## src/rtl/pipe_pkg.sv

```systemverilog
// Shared helpers for the register pipeline slice.
// Holds the occupancy-width calculation used by the top.
package pipe_pkg;

  function automatic int occ_w(input int depth);
    return $clog2(depth + 1);
  endfunction

endpackage

```

## src/rtl/pipe_stage.sv

```systemverilog
// One pipeline stage: a valid/data register pair plus its ready term.
// The data register only loads on an accepted valid word.
module pipe_stage #(
  parameter int               WIDTH   = 8,
  parameter logic [WIDTH-1:0] RST_VAL = '0
) (
  input  logic             clk,
  input  logic             rst,
  input  logic             flush,
  input  logic             up_valid,
  input  logic [WIDTH-1:0] up_data,
  input  logic             dn_ready,
  output logic             v,
  output logic [WIDTH-1:0] d,
  output logic             rdy
);

  logic             v_q;
  logic             v_d;
  logic [WIDTH-1:0] d_q;
  logic [WIDTH-1:0] d_d;

  assign rdy = !v_q | dn_ready;
  assign v   = v_q;
  assign d   = d_q;

  always_comb begin
    v_d = v_q;
    d_d = d_q;
    if (flush) begin
      v_d = 1'b0;
    end else if (rdy) begin
      v_d = up_valid;
      if (up_valid) begin
        d_d = up_data;
      end
    end
  end

  always_ff @(posedge clk or negedge rst) begin
    if (!rst) begin
      v_q <= 1'b0;
      d_q <= RST_VAL;
    end else begin
      v_q <= v_d;
      d_q <= d_d;
    end
  end

endmodule

```

## src/rtl/pipe_reg_arst.sv

```systemverilog
// Multi-stage valid/ready register pipeline with bubble collapsing,
// synchronous flush and a registered occupancy count.
module pipe_reg_arst
  import pipe_pkg::*;
#(
  parameter int               WIDTH   = 8,
  parameter int               DEPTH   = 4,
  parameter logic [WIDTH-1:0] RST_VAL = '0
) (
  input  logic                         clk,
  input  logic                         rst,
  input  logic                         flush,
  input  logic                         in_valid,
  output logic                         in_ready,
  input  logic [WIDTH-1:0]             in_data,
  output logic                         out_valid,
  input  logic                         out_ready,
  output logic [WIDTH-1:0]             out_data,
  output logic [occ_w(DEPTH)-1:0]      occupancy
);

  localparam int OW = occ_w(DEPTH);

  logic             v    [DEPTH];
  logic             rdy  [DEPTH];
  logic             up_v [DEPTH];
  logic             dn_r [DEPTH];
  logic [WIDTH-1:0] up_d [DEPTH];
  logic [WIDTH-1:0] d    [DEPTH];

  logic [OW-1:0] occ_q;
  logic [OW-1:0] occ_d;

  for (genvar i = 0; i < DEPTH; i++) begin : g_stg
    if (i == 0) begin : g_head
      assign up_v[i] = in_valid;
      assign up_d[i] = in_data;
    end else begin : g_body
      assign up_v[i] = v[i-1];
      assign up_d[i] = d[i-1];
    end
    if (i == DEPTH - 1) begin : g_tail
      assign dn_r[i] = out_ready;
    end else begin : g_mid
      assign dn_r[i] = rdy[i+1];
    end
    pipe_stage #(
      .WIDTH   (WIDTH),
      .RST_VAL (RST_VAL)
    ) u_stage (
      .clk      (clk),
      .rst      (rst),
      .flush    (flush),
      .up_valid (up_v[i]),
      .up_data  (up_d[i]),
      .dn_ready (dn_r[i]),
      .v        (v[i]),
      .d        (d[i]),
      .rdy      (rdy[i])
    );
  end

  assign in_ready  = rdy[0] & !flush;
  assign out_valid = v[DEPTH-1];
  assign out_data  = d[DEPTH-1];
  assign occupancy = occ_q;

  // Count the valid bits each stage will hold after this edge
  always_comb begin
    occ_d = '0;
    for (int i = 0; i < DEPTH; i++) begin
      if (!flush && (rdy[i] ? up_v[i] : v[i])) begin
        occ_d = occ_d + OW'(1);
      end
    end
  end

  always_ff @(posedge clk or negedge rst) begin
    if (!rst) begin
      occ_q <= '0;
    end else begin
      occ_q <= occ_d;
    end
  end

endmodule

```

## config.mk

```make
export PLATFORM = sky130hd
export DESIGN_NAME = pipe_reg_arst
export DESIGN_NICKNAME = d
export VERILOG_FILES = /design/src/rtl/pipe_pkg.sv /design/src/rtl/pipe_stage.sv /design/src/rtl/pipe_reg_arst.sv
export SDC_FILE = /design/constraint.sdc
export NUM_CORES = 1
export LEC_CHECK = 0
export ABC_AREA = 1
export CELL_PAD_IN_SITES_DETAIL_PLACEMENT = 1
export CELL_PAD_IN_SITES_GLOBAL_PLACEMENT = 1
export CORE_MARGIN = 8
export CORE_UTILIZATION = 30
export CTS_CLUSTER_DIAMETER = 50
export DETAILED_ROUTE_END_ITERATION = 7
export PLACE_DENSITY_LB_ADDON = 0.1
export SYNTH_ARGS = -nofsm -noshare
export SYNTH_HDL_FRONTEND = slang
export SYNTH_HIERARCHICAL = 1
export SYNTH_SLANG_ARGS = --single-unit
```

## constraint.sdc

```tcl
create_clock -name clk -period 3.75 [get_ports clk]
set_input_delay 0.75 -clock clk [delete_from_list [all_inputs] [get_ports clk]]
set_output_delay 0.75 -clock clk [all_outputs]
set_load 0.02 [all_outputs]
```

==> run metrics, run 1 <==
HPWL Detailed=2790 microns; Synth Flop Type=dfrtp_1; Critical Path Source Type=primary input; CP top delay family=buffers and inverters; CP endpoint kind=output pin; Synth Area in XOR/XNOR=0%; die area=8800 sq um; All-Layer GR Usage=8.96%; GPL Wtd Cong=0.688; total power=1060 uW; Synth cell types=17; worst-path fanout max=12; Ant. Diodes=0; Fillers=732; Max Slew Vio Count=0; largest net degree at the start of global routing=40; CTS H-tree lvls=2; Peak Freq=302 MHz; Hold Path Stages=2; die height=93.8 microns; Clock Path Buffers=2; hold_sp=g_stg[3].u_stage/d[2]; Final Hold Viols=0; DR vias=1391; core area=5890 sq um; count of final setup violators=0; post-synthesis mux area share=0%; Commonest cells post-synth=80 x nand2_1, 39 x dfrtp_1, 37 x nand3_1; initial antenna violation count=0; crit share post-route=88.3%; Final ANT Viol Nets=0; Worst R2R Path Depth=20; Synth Area in Simple Gates=37.1%; die width=93.8 microns; Residual DRC=0; largest family of logic cells by synthesized area=simple AND/OR/NAND/NOR gates; RSZ-0062 raised after global routing=false; slowest CP cell=clkdlybuf4s50_1; hold-fix buffers at CTS=0; I/O Buffers=25; CTS tree=yes; NumNets Final=262; Layout Skew=0.00694 ns; WS Path Type=primary input to output pin; TritonCTS buffer count=5; vias in the first global route=1381; HP Class=flop to flop; Synth Instances=214; vias per inst=4.32; Least-Margin Pin Slew=0.873 ns; post-synthesis sequential area ratio=53.7%; Tmin final=3.31 ns; Mapped Avg Cell Area=8.49 sq um; CTS Sinks=39; Root Driver=clkbuf_8; Synth Area in Compound Gates=1.10%; Syn Nets=230; Peak VDD IR=156 uV; Yosys top cell area share=53.7%; fin util=38.6%; main area contributors after synthesis=dfrtp_1 54%, nand2_1 17%, nand3_1 10%, inv_1 3.3%, nand2_4 2.5%; clock-pin slew on the worst setup and hold paths=0.08 ns; Congestion Overflow GR=0; FF-to-FF End=occupancy[2]; Pleak=0.00121 uW; outcome=finished clean; most used cell, CP=inv_1; Post-synth EDFFs=0; crit-path cells=clkdlybuf4s50_1 > inv_1 > nand2_2 > inv_1 > nand2_2 > inv_1 > nand2_2 > inv_1 > nand2_2 > inv_1 > nor2_1 > clkdlybuf4s50_1; placed standard-cell area=2160 sq um; WP buf/inv=7; top-count cell post-synth=nand2_1; Hold EP=g_stg[3].u_stage/d[2]; Synth Cell Area=1820 sq um; drt wl/cell=11.3 microns; layout cells sized above 1=13.0%; postcts setup bufs=0; worst reg2reg path startpoint=g_stg[3].u_stage/v; number of max-cap violations=0; clk_lat worst skew=0.29 ns; synth-to-layout area growth=25.1%; Reg2Reg Setup Slack=1.35 ns; PwrDens=465 nW/um^2; final instance area=2270 sq um; first-pass GRT wire length=6370 microns; DRT iter0 DRCs=37; adder-cell share of the synthesized area=2.07%; Largest stage delay, worst path=0.62 ns; Slew headroom=41.8%; post-cts sizing count=0; Required @ worst endpoint=3.00 ns; Post-synth ARST share=100%; Yosys Warn Count=6; starting density of the core=30.9%; Setup TNS=0 ns; WP data arrival=2.56 ns; Total Routed Length=3630 microns; post-synthesis register bit count=39; DRT Pass-1 Iters=4; IO Pins=26; leading area contributor after synthesis=dfrtp_1; Rows=28
-- through the flow --
step	cells	worst slack [ns]	hold slack, ns
finish	322	0.437	0.473
global route	322	0.245	0.493
CTS	322	0.407	0.481
detailed placement	314	0.417	0.460
global placement	314	0.444	0.456
floorplan	214	0.542	0.443
-- logic make-up after synthesis --
logic type,Yosys count
fa+ha+maj,3
compound gates,4
simple gates,143
buf+inv,25
flops,39
-- state kept, by name, summed over array words and instances, names as in the netlist --
name	cells
g_stg.u_stage/d	32
g_stg.u_stage/v	4
occupancy	3
-- metal layers --
layer / routed length [microns] / up-vias / global-route usage [%] / share of wire, %
met5: 0 / - / 0 / 0
met4: 46 / 0 / 3.96 / 1.3
met3: 212 / 4 / 3.12 / 5.8
met2: 1510 / 27 / 13.0 / 42
met1: 1860 / 622 / 11.7 / 51
li1: - / 738 / - / -
-- power breakdown --
part           leakage [uW]  total, uW  internal [uW]  switching, uW
sequential         0.000509        523            488           35.4
clock             0.0000612        358            215            143
combinational      0.000638        176           79.4           96.3
total               0.00121       1060            783            274
-- placed cells by master (no fill, tap or decap), drive strengths merged --
master and instances:
dfrtp 39, nand4 2, buf 5, inv 21, clkbuf 6, nor2 10, nand3 38, a21oi 4
and2 1, ha 3, clkinv 1, clkdlybuf4s50 24, or2 1, bufinv 1, nand2 89, nor3 2
-- tightest hold or removal path, stage by stage, from the launching register on --
cell     delay, ns
dfrtp_1       0.34
nand2_1       0.05
nand2_1       0.05
-- cell type report --
cell class | instances | area (sq um) | area share, %
flip-flops and latches | 39 | 976 | 42.9
multi-input cells | 150 | 732 | 32.2
repair buffers | 29 | 275 | 12.1
well taps | 75 | 93.8 | 4.13
clock buffers | 6 | 82.6 | 3.63
inverters | 21 | 78.8 | 3.47
clock inverters | 2 | 35.0 | 1.54
-- worst max path at each step --
stage	cells after the start	slack (ns)	endpoint	from
after detailed placement	12	0.42	in_ready	out_ready
after global routing	12	0.24	in_ready	out_ready
after global placement	12	0.44	in_ready	out_ready
final	12	0.44	in_ready	out_ready
after floorplan	25	0.54	occupancy[2]	out_ready
after CTS	12	0.41	in_ready	out_ready
Power figures use the tool's default switching activity.
==> inputs of run 2 (changes only) <==
--- a/config.mk
+++ b/config.mk
@@ -9,7 +9,7 @@
 export CELL_PAD_IN_SITES_DETAIL_PLACEMENT = 1
 export CELL_PAD_IN_SITES_GLOBAL_PLACEMENT = 1
 export CORE_MARGIN = 8
-export CORE_UTILIZATION = 30
+export CORE_UTILIZATION = 35
 export CTS_CLUSTER_DIAMETER = 50
 export DETAILED_ROUTE_END_ITERATION = 7
 export PLACE_DENSITY_LB_ADDON = 0.1
==> run metrics, run 2 (synthesis gave the netlist of run 1 again) <==
outcome=finished clean; Final Hold Viols=0; die height=88.0 microns; Ant. Diodes=0; Residual DRC=0; HPWL Detailed=2650 microns; IO Pins=26; sequential group share of total power=54.2%; DR vias=1372; clk_lat worst skew=0.29 ns; core area=5070 sq um; Peak Freq=301 MHz; Least-Margin Pin Slew=0.868 ns; post-cts sizing count=0; crit share post-route=88.5%; DRT iter0 DRCs=34; Total Routed Length=3500 microns; postcts setup bufs=0; Pint=698 uW; NumNets Final=262; starting density of the core=35.8%; Net Sw Frac=27.7%; I/O Buffers=25; fin util=44.0%; Layout Skew=0.00295 ns; worst-path fanout max=12; WS Path Type=primary input to output pin; first-pass GRT wire length=6520 microns; CTS Sinks=39; switching pwr=267 uW; max reg flops=32; synth-to-layout area growth=22.8%; die area=7750 sq um; fin worst setup slack=0.432 ns; Pleak=0.00119 uW; Congestion Overflow GR=0; Slew headroom=42.1%; Tmin final=3.32 ns; layout cells sized above 1=12.1%; Critical Path Source Type=primary input; vias per inst=4.33; Fillers=649; clock-pin slew on the worst setup and hold paths=0.07 ns; Final ANT Viol Nets=0; RSZ-0062 raised after global routing=false; count of final setup violators=0; TritonCTS buffer count=5; Rows=26; DRT Pass-1 Iters=4; Peak VDD IR=220 uV; die width=88.0 microns; vias in the first global route=1466; drt wl/cell=11.0 microns; CTS tree=yes; CP endpoint kind=output pin; Max Slew Vio Count=0; total power=965 uW; largest net degree at the start of global routing=40; GPL Wtd Cong=0.683; HP Class=flop to flop; PwrDens=433 nW/um^2; WP data arrival=2.57 ns; combinational fraction of design power=18.1%; Setup TNS=0 ns; Clock Path Buffers=2; leading cell types in the layout, fill and taps excluded=80 x nand2_1, 39 x dfrtp_1, 37 x nand3_1; Clock power frac=27.7%; initial antenna violation count=0; most common cell after layout, fill and taps aside=nand2_1; number of max-cap violations=0; dpl ws=0.437 ns; CTS H-tree lvls=2; Root Driver=clkbuf_8; Required @ worst endpoint=3.00 ns; All-Layer GR Usage=10.6%; hold-fix buffers at CTS=0
[run 2: cell types whose count changed in the layout (fill, tap and decap cells not counted)]
| cell | delta |
|---|---|
| bufinv_16 | -1 |
| clkbuf_1 | +2 |
| clkbuf_8 | -1 |
[run 2: critical path: stages]
cell,delay [ns]
clkdlybuf4s50_1,0.45
inv_1,0.05
nand2_2,0.05
inv_1,0.05
nand2_2,0.07
inv_1,0.05
nand2_2,0.06
inv_1,0.05
nand2_2,0.19
inv_1,0.09
nor2_1,0.10
clkdlybuf4s50_1,0.62
[run 2: worst paths after layout]
check                                      start               endpoint  slack, ns  cells after the start
min in group asynchronous                    rst  g_stg[3].u_stage/d[1]       0.58                      1
hold reg to reg            g_stg[2].u_stage/d[3]  g_stg[2].u_stage/d[3]       0.47                      2
setup reg to reg              g_stg[3].u_stage/v           occupancy[2]       1.31                     20
hold / removal             g_stg[2].u_stage/d[3]  g_stg[2].u_stage/d[3]       0.47                      2
max in group asynchronous                    rst  g_stg[0].u_stage/d[1]       2.64                      1
setup / recovery                       out_ready               in_ready       0.43                     12
[run 2: layer usage]
| layer | part of all wire (%) | global-route usage [%] | vias to the layer above | wire [microns] |
|---|---|---|---|---|
| li1 | - | - | 734 | - |
| met1 | 51 | 13.2 | 603 | 1780 |
| met2 | 42 | 16.3 | 28 | 1460 |
| met3 | 5.6 | 3.66 | 7 | 194 |
| met4 | 1.7 | 4.61 | 0 | 60 |
| met5 | 0 | 0 | - | 0 |
[run 2: power groups by stage]
| stage | clock (uW) | sequential, uW | combinational [uW] |
|---|---|---|---|
| final | 267 | 523 | 175 |
| after global routing | 295 | 533 | 200 |
| after detailed placement | 0 | 532 | 179 |
| after global placement | 0 | 529 | 177 |
| after floorplan | 0 | 550 | 73.4 |
| after CTS | 281 | 524 | 180 |
[run 2: cell type report]
| class | instances | area (sq um) | share of cell area, % |
|---|---|---|---|
| Timing Repair Buffer | 29 | 275 | 12.3 |
| Multi-Input combinational cell | 150 | 732 | 32.8 |
| Inverter | 21 | 78.8 | 3.53 |
| Clock inverter | 1 | 5.00 | 0.224 |
| Sequential cell | 39 | 976 | 43.7 |
| Tap cell | 70 | 87.6 | 3.93 |
| Clock buffer | 7 | 76.3 | 3.42 |
[run 2: per-stage QoR]
step                cells  hold slack (ns)  instance area [sq um]
global placement      309            0.455                   2150
global route          317            0.493                   2230
finish                317            0.470                   2230
CTS                   317            0.476                   2230
floorplan             214            0.443                   1820
detailed placement    309            0.458                   2150
